$ cat config.mk
export PLATFORM = sky130hd
export DESIGN_NAME = bcd_disp_mux
export DESIGN_NICKNAME = d
export VERILOG_FILES = /design/src/rtl/bcd_disp_pkg.sv /design/src/rtl/bcd_sseg_decoder.sv /design/src/rtl/bcd_disp_mux.sv
export SDC_FILE = /design/constraint.sdc
export NUM_CORES = 1
export LEC_CHECK = 0
export BUFFER_PORTS_ARGS = -buffer_cell sky130_fd_sc_hd__buf_4
export CAP_MARGIN = 10
export CORE_MARGIN = 4
export CORE_UTILIZATION = 25
export CTS_CLUSTER_DIAMETER = 50
export DETAILED_ROUTE_END_ITERATION = 12
export PLACE_DENSITY = 0.4
export SYNTH_ARGS = -nofsm -noshare
export SYNTH_HDL_FRONTEND = slang
export SYNTH_SLANG_ARGS = --single-unit
$ cat constraint.sdc
create_clock -name clk_amisha -period 2.4 [get_ports clk_amisha]
set_input_delay 0.24 -clock clk_amisha [delete_from_list [all_inputs] [get_ports clk_amisha]]
set_output_delay 0.24 -clock clk_amisha [all_outputs]
set_load 0.01 [all_outputs]
$ cat src/rtl/bcd_disp_pkg.sv
// Shared constants for the BCD 7-segment display path.
// Segment patterns are active-low; the bit order is {dp,g,f,e,d,c,b,a}.
package bcd_disp_pkg;

  localparam int unsigned SEG_A  = 0;
  localparam int unsigned SEG_B  = 1;
  localparam int unsigned SEG_C  = 2;
  localparam int unsigned SEG_D  = 3;
  localparam int unsigned SEG_E  = 4;
  localparam int unsigned SEG_F  = 5;
  localparam int unsigned SEG_G  = 6;
  localparam int unsigned SEG_DP = 7;

  localparam logic [6:0] SEG_0     = 7'h40;
  localparam logic [6:0] SEG_1     = 7'h79;
  localparam logic [6:0] SEG_2     = 7'h24;
  localparam logic [6:0] SEG_3     = 7'h30;
  localparam logic [6:0] SEG_4     = 7'h19;
  localparam logic [6:0] SEG_5     = 7'h12;
  localparam logic [6:0] SEG_6     = 7'h02;
  localparam logic [6:0] SEG_7     = 7'h78;
  localparam logic [6:0] SEG_8     = 7'h00;
  localparam logic [6:0] SEG_9     = 7'h10;
  localparam logic [6:0] SEG_MINUS = 7'h3F;

  localparam logic [7:0] SEG_OFF = 8'hFF;
  localparam logic [3:0] AN_OFF  = 4'b1111;

endpackage

$ cat src/rtl/bcd_sseg_decoder.sv
// Combinational BCD-to-7-segment decoder with decimal point.
// Codes outside 0-9 render as a minus sign.
module bcd_sseg_decoder
  import bcd_disp_pkg::*;
(
  input  logic [3:0] code_i,
  input  logic       dp_i,
  output logic [7:0] sseg_o
);

  logic [6:0] glyph;

  always_comb begin
    glyph = SEG_MINUS;
    case (code_i)
      4'd0:    glyph = SEG_0;
      4'd1:    glyph = SEG_1;
      4'd2:    glyph = SEG_2;
      4'd3:    glyph = SEG_3;
      4'd4:    glyph = SEG_4;
      4'd5:    glyph = SEG_5;
      4'd6:    glyph = SEG_6;
      4'd7:    glyph = SEG_7;
      4'd8:    glyph = SEG_8;
      4'd9:    glyph = SEG_9;
      default: glyph = SEG_MINUS;
    endcase
  end

  always_comb begin
    sseg_o              = SEG_OFF;
    sseg_o[SEG_DP]      = ~dp_i;
    sseg_o[SEG_G:SEG_A] = glyph;
  end

endmodule

$ cat src/rtl/bcd_disp_mux.sv
// Captures four BCD digits on load and scans them onto a 4-digit common-anode
// display with optional leading-zero blanking and per-digit decimal points.
module bcd_disp_mux
  import bcd_disp_pkg::*;
#(
  parameter int unsigned N = 18
) (
  input  logic       clk_amisha,
  input  logic       reset_amisha,
  input  logic       load_amisha,
  input  logic [3:0] bcd3_amisha,
  input  logic [3:0] bcd2_amisha,
  input  logic [3:0] bcd1_amisha,
  input  logic [3:0] bcd0_amisha,
  input  logic [3:0] dp_in_amisha,
  input  logic       blank_en_amisha,
  output logic [3:0] an_amisha,
  output logic [7:0] sseg_amisha
);

  logic [N-1:0]      cnt_q, cnt_d;
  logic [3:0][3:0]   dig_q, dig_d;
  logic [3:0]        dp_q, dp_d;
  logic              loaded_q, loaded_d;
  logic [3:0]        an_q, an_d;
  logic [7:0]        sseg_q, sseg_d;

  logic [1:0]        sel;
  logic [3:0]        lead_zero;
  logic [7:0]        dec_sseg;

  assign sel = cnt_q[N-1 -: 2];

  bcd_sseg_decoder u_dec (
    .code_i (dig_q[sel]),
    .dp_i   (dp_q[sel]),
    .sseg_o (dec_sseg)
  );

  always_comb begin
    cnt_d    = cnt_q + N'(1);
    dig_d    = dig_q;
    dp_d     = dp_q;
    loaded_d = loaded_q;
    if (load_amisha) begin
      dig_d    = {bcd3_amisha, bcd2_amisha, bcd1_amisha, bcd0_amisha};
      dp_d     = dp_in_amisha;
      loaded_d = 1'b1;
    end
  end

  // A digit is a leading zero when it and all higher digits are 0; digit0 never is.
  always_comb begin
    lead_zero    = '0;
    lead_zero[3] = (dig_q[3] == 4'd0);
    lead_zero[2] = lead_zero[3] & (dig_q[2] == 4'd0);
    lead_zero[1] = lead_zero[2] & (dig_q[1] == 4'd0);
  end

  // Outputs use the pre-edge captured data, so a coincident load shows up one cycle later.
  always_comb begin
    an_d   = AN_OFF;
    sseg_d = SEG_OFF;
    if (loaded_q && !(blank_en_amisha && lead_zero[sel])) begin
      an_d   = ~(4'b0001 << sel);
      sseg_d = dec_sseg;
    end
  end

  always_ff @(posedge clk_amisha or negedge reset_amisha) begin
    if (!reset_amisha) begin
      cnt_q    <= '0;
      dig_q    <= '0;
      dp_q     <= '0;
      loaded_q <= 1'b0;
      an_q     <= AN_OFF;
      sseg_q   <= SEG_OFF;
    end else begin
      cnt_q    <= cnt_d;
      dig_q    <= dig_d;
      dp_q     <= dp_d;
      loaded_q <= loaded_d;
      an_q     <= an_d;
      sseg_q   <= sseg_d;
    end
  end

  assign an_amisha   = an_q;
  assign sseg_amisha = sseg_q;

endmodule

==> summary.md <==
| Metric | Value |
|---|---|
| Filler Cells Inserted | 903 |
| Core area | 0.00876 mm2 |
| Most used standard cell by instance count after synthesis | dfrtp_1 |
| Clock tree buffer depth | 2 |
| GPL Wtd Cong | 0.772 |
| Max_slew headroom | 0.572 |
| Post-route cell area | 0.00275 mm2 |
| Detailed Route WL | 4.28 mm |
| Async S/R FF share, synth | 1.00 |
| Die area | 0.0106 mm2 |
| Capturing element type of the critical path | flip-flop |
| Count of non-filler cells in the finished layout | 318 |
| Placed inst area | 0.00263 mm2 |
| CTS buffer count | 5 |
| All-layer global routing usage | 0.0891 |
| Maximum resistive drop on vdd | between 0.2 and 0.25 mV |
| Row count | 34 |
| Number of max-slew violations in the final report | 0 |
| Worst-case setup slack after placement | just under 500 ps |
| Number of design-rule violations left by the first detailed-router iteration | 33 |
| Detailed-placement wirelength estimate | 3.06 mm |
| Wire length of the first global-routing pass | 7.22 mm |
| Share of the synthesized area in the top cell type | 0.431 |
| Min cycle time layout | 1900 ps |
| Synth cell types | 33 |
| Worst hold slack | 164 ps |
| Synthesis warning total | 0 |
| Worst skew pair latency | 300 ps |
| Netlist Area Pre-Place | 0.00226 mm2 |
| Main synth FF type | dfrtp_1 |
| CP Data Arrival Time | 2150 ps |
| I/O pin cnt | 36 |
| Placed Cells incl. Taps | 309 |
| Setup repair after global routing missed its margin | false |
| Maximum number of pins on one net before global-route repair | 52 |
| Antenna violations before repair | 0 |
| Clk pin slew, worst setup/hold paths | 100 ps |
| Vias in the first global route | 1439 |
| Cells after Synth | 173 |
| Top cell family by delay on the critical path | multiplexers |
| Overflow left after global routing | 0 |
| Hold Vio Cnt, Final | 0 |
| Die boundary width | between 100 and 150 um |
| Vertical die dimension | 103 um |
| Average wire per cell in the routed design | roughly 13 um |
| Synthesized net count | 203 |
| Commonest cells post-synth | dfrtp_1, mux2_2, dfstp_2, nand3_1, xnor2_1 |
| Status | completed |
| Number of flops mapped to enable cells by yosys | 0 |
| Final clock period utilization by the worst path | 0.793 |
| Maximum clock skew at final layout | 7.05 ps |
| Leading cell types by total area after synthesis | dfrtp_1, dfstp_2, mux2_2 |
| Ant diodes | 0 |
| CTS Sinks | 51 |
| Count of buffers from port buffering | 35 |
| Post-synthesis sequential area ratio | 0.571 |
| Worst setup margin | 496 ps |
| Mean number of vias per cell | 4.37 |
| Type of the worst setup path | flip-flop to flip-flop |
| Share of cells above drive strength 1 | 0.400 |
| TritonCTS clock tree | done |
| Starting density of the core | 0.258 |
| Flip-flop and latch count after synthesis | 51 |
| Synth-to-layout area growth | 21.7% |
| Average instance area after synthesis | approximately 13 um2 |
| Final net count | between 200 and 250 |
| Worst setup SP type | flip-flop |
| WP buf/inv | 1 |
| Post-synthesis cell type with the largest combined area | dfrtp_1 |
| # setup viols final | 0 |
| Max-cap viol count | 0 |
| Largest fanout on the critical path | 8 |
| Number of detailed-route iterations in the first pass | 4 |
| Pwr Density | 655 mW/mm2 |
| Cell chain of the critical path | mux4_2 > inv_1 > ha_1 > mux2i_1 > or2_1 > nand4_1 |
| Total negative slack | 0 ps |
| Vias after detailed routing | 1391 |
| H-tree lvl count | 2 |
| Post-DRT Antenna Nets | 0 |
| Data required time of the worst path | 2640 ps |
| Path category of the worst min-delay check | primary input to flip-flop |
| Leakage power | 1.22 nW |
| Clock tree root buffer cell | clkbuf_8 |
| Maximum operating frequency | 525 MHz |
| Drt drc | 0 |
| Delay contributed by the slowest stage of the critical path | roughly 650 ps |
| Measured slew at the worst slew-check pin | 642 ps |
| Max stage delay cell, worst path | mux4_2 |
## cell families after synthesis
| family | synth area share |
|---|---|
| flops | 0.571 |
| mux | 0.154 |
| fa+ha+maj | 0.0332 |
| buf+inv | 0.0304 |
| xor+xnor | 0.0619 |
| compound gates | 0.0426 |
| simple gates | 0.107 |
## layout make-up
type | count | area (um2) | share of cell area
clock buffer | 6 | 82.6 | 0.0300
clock inverter | 2 | 35.0 | 0.0127
inverter | 7 | 26.3 | 0.00955
multi-input combinational | 107 | 902 | 0.328
sequential | 51 | 1290 | 0.469
tap | 108 | 135 | 0.0491
timing repair buffer | 37 | 280 | 0.102
## stage by stage
stage                     total power (W)   util
after floorplan                   0.00110      -
after global placement            0.00120  0.300
after detailed placement          0.00120  0.300
after CTS                         0.00184  0.314
after global routing              0.00190  0.314
final                             0.00180  0.314
## path summary, 6_finish.rpt
path	startpoint	endpoint	slack (ps)	depth (start not counted)
min	bcd1_amisha[0]	dig_q[4]	160	2
max	cnt_q[16]	sseg_amisha[0]	500	6
max in group asynchronous	reset_amisha	cnt_q[13]	1470	2
max reg2reg	cnt_q[16]	sseg_amisha[0]	500	6
min reg2reg	cnt_q[13]	cnt_q[13]	470	1
min in group asynchronous	reset_amisha	dig_q[2]	500	2
## routing by layer
layer	vias up	track usage	wire, um
met2	20	0.140	2050
li1	680	-	-
met5	-	0	0
met3	5	0.0237	172
met1	686	0.118	2000
met4	0	0.0329	59
## where the power goes
part | switching, W | internal (W)
sequential | 0.0000297 | 0.000929
clock | 0.000287 | 0.000338
combinational | 0.0000986 | 0.000120
total | 0.000416 | 0.00139
## state kept, by name, summed over array words and instances (netlist names)
name         count
cnt_q           18
dp_q             4
sseg_amisha      8
loaded_q         1
dig_q           16
an_amisha        4
## placed cells by master, fill, tap and decap left out, types with 3 or more instances in the layout
cell and count:
dfrtp_1 39, nand4_1 6, o21ai_0 4, inv_1 6, dfstp_2 12, mux4_2 5, nand4b_1 3, xor2_1 6
clkbuf_8 6, mux2_2 20, nor2_1 7, nor3_1 3, buf_4 36, o211ai_1 3, ha_1 6, xnor2_1 10
nand2_1 6, nand3_1 10, and3_1 3
## what timing repair did
| action | in CTS | in global routing |
|---|---|---|
| setup buffers | 0 | 0 |
| gates resized for setup | 0 | 0 |
| hold buffers | 1 | 0 |
| endpoints found under the hold margin | 39 | 0 |
(Power assumes the default switching activity.)
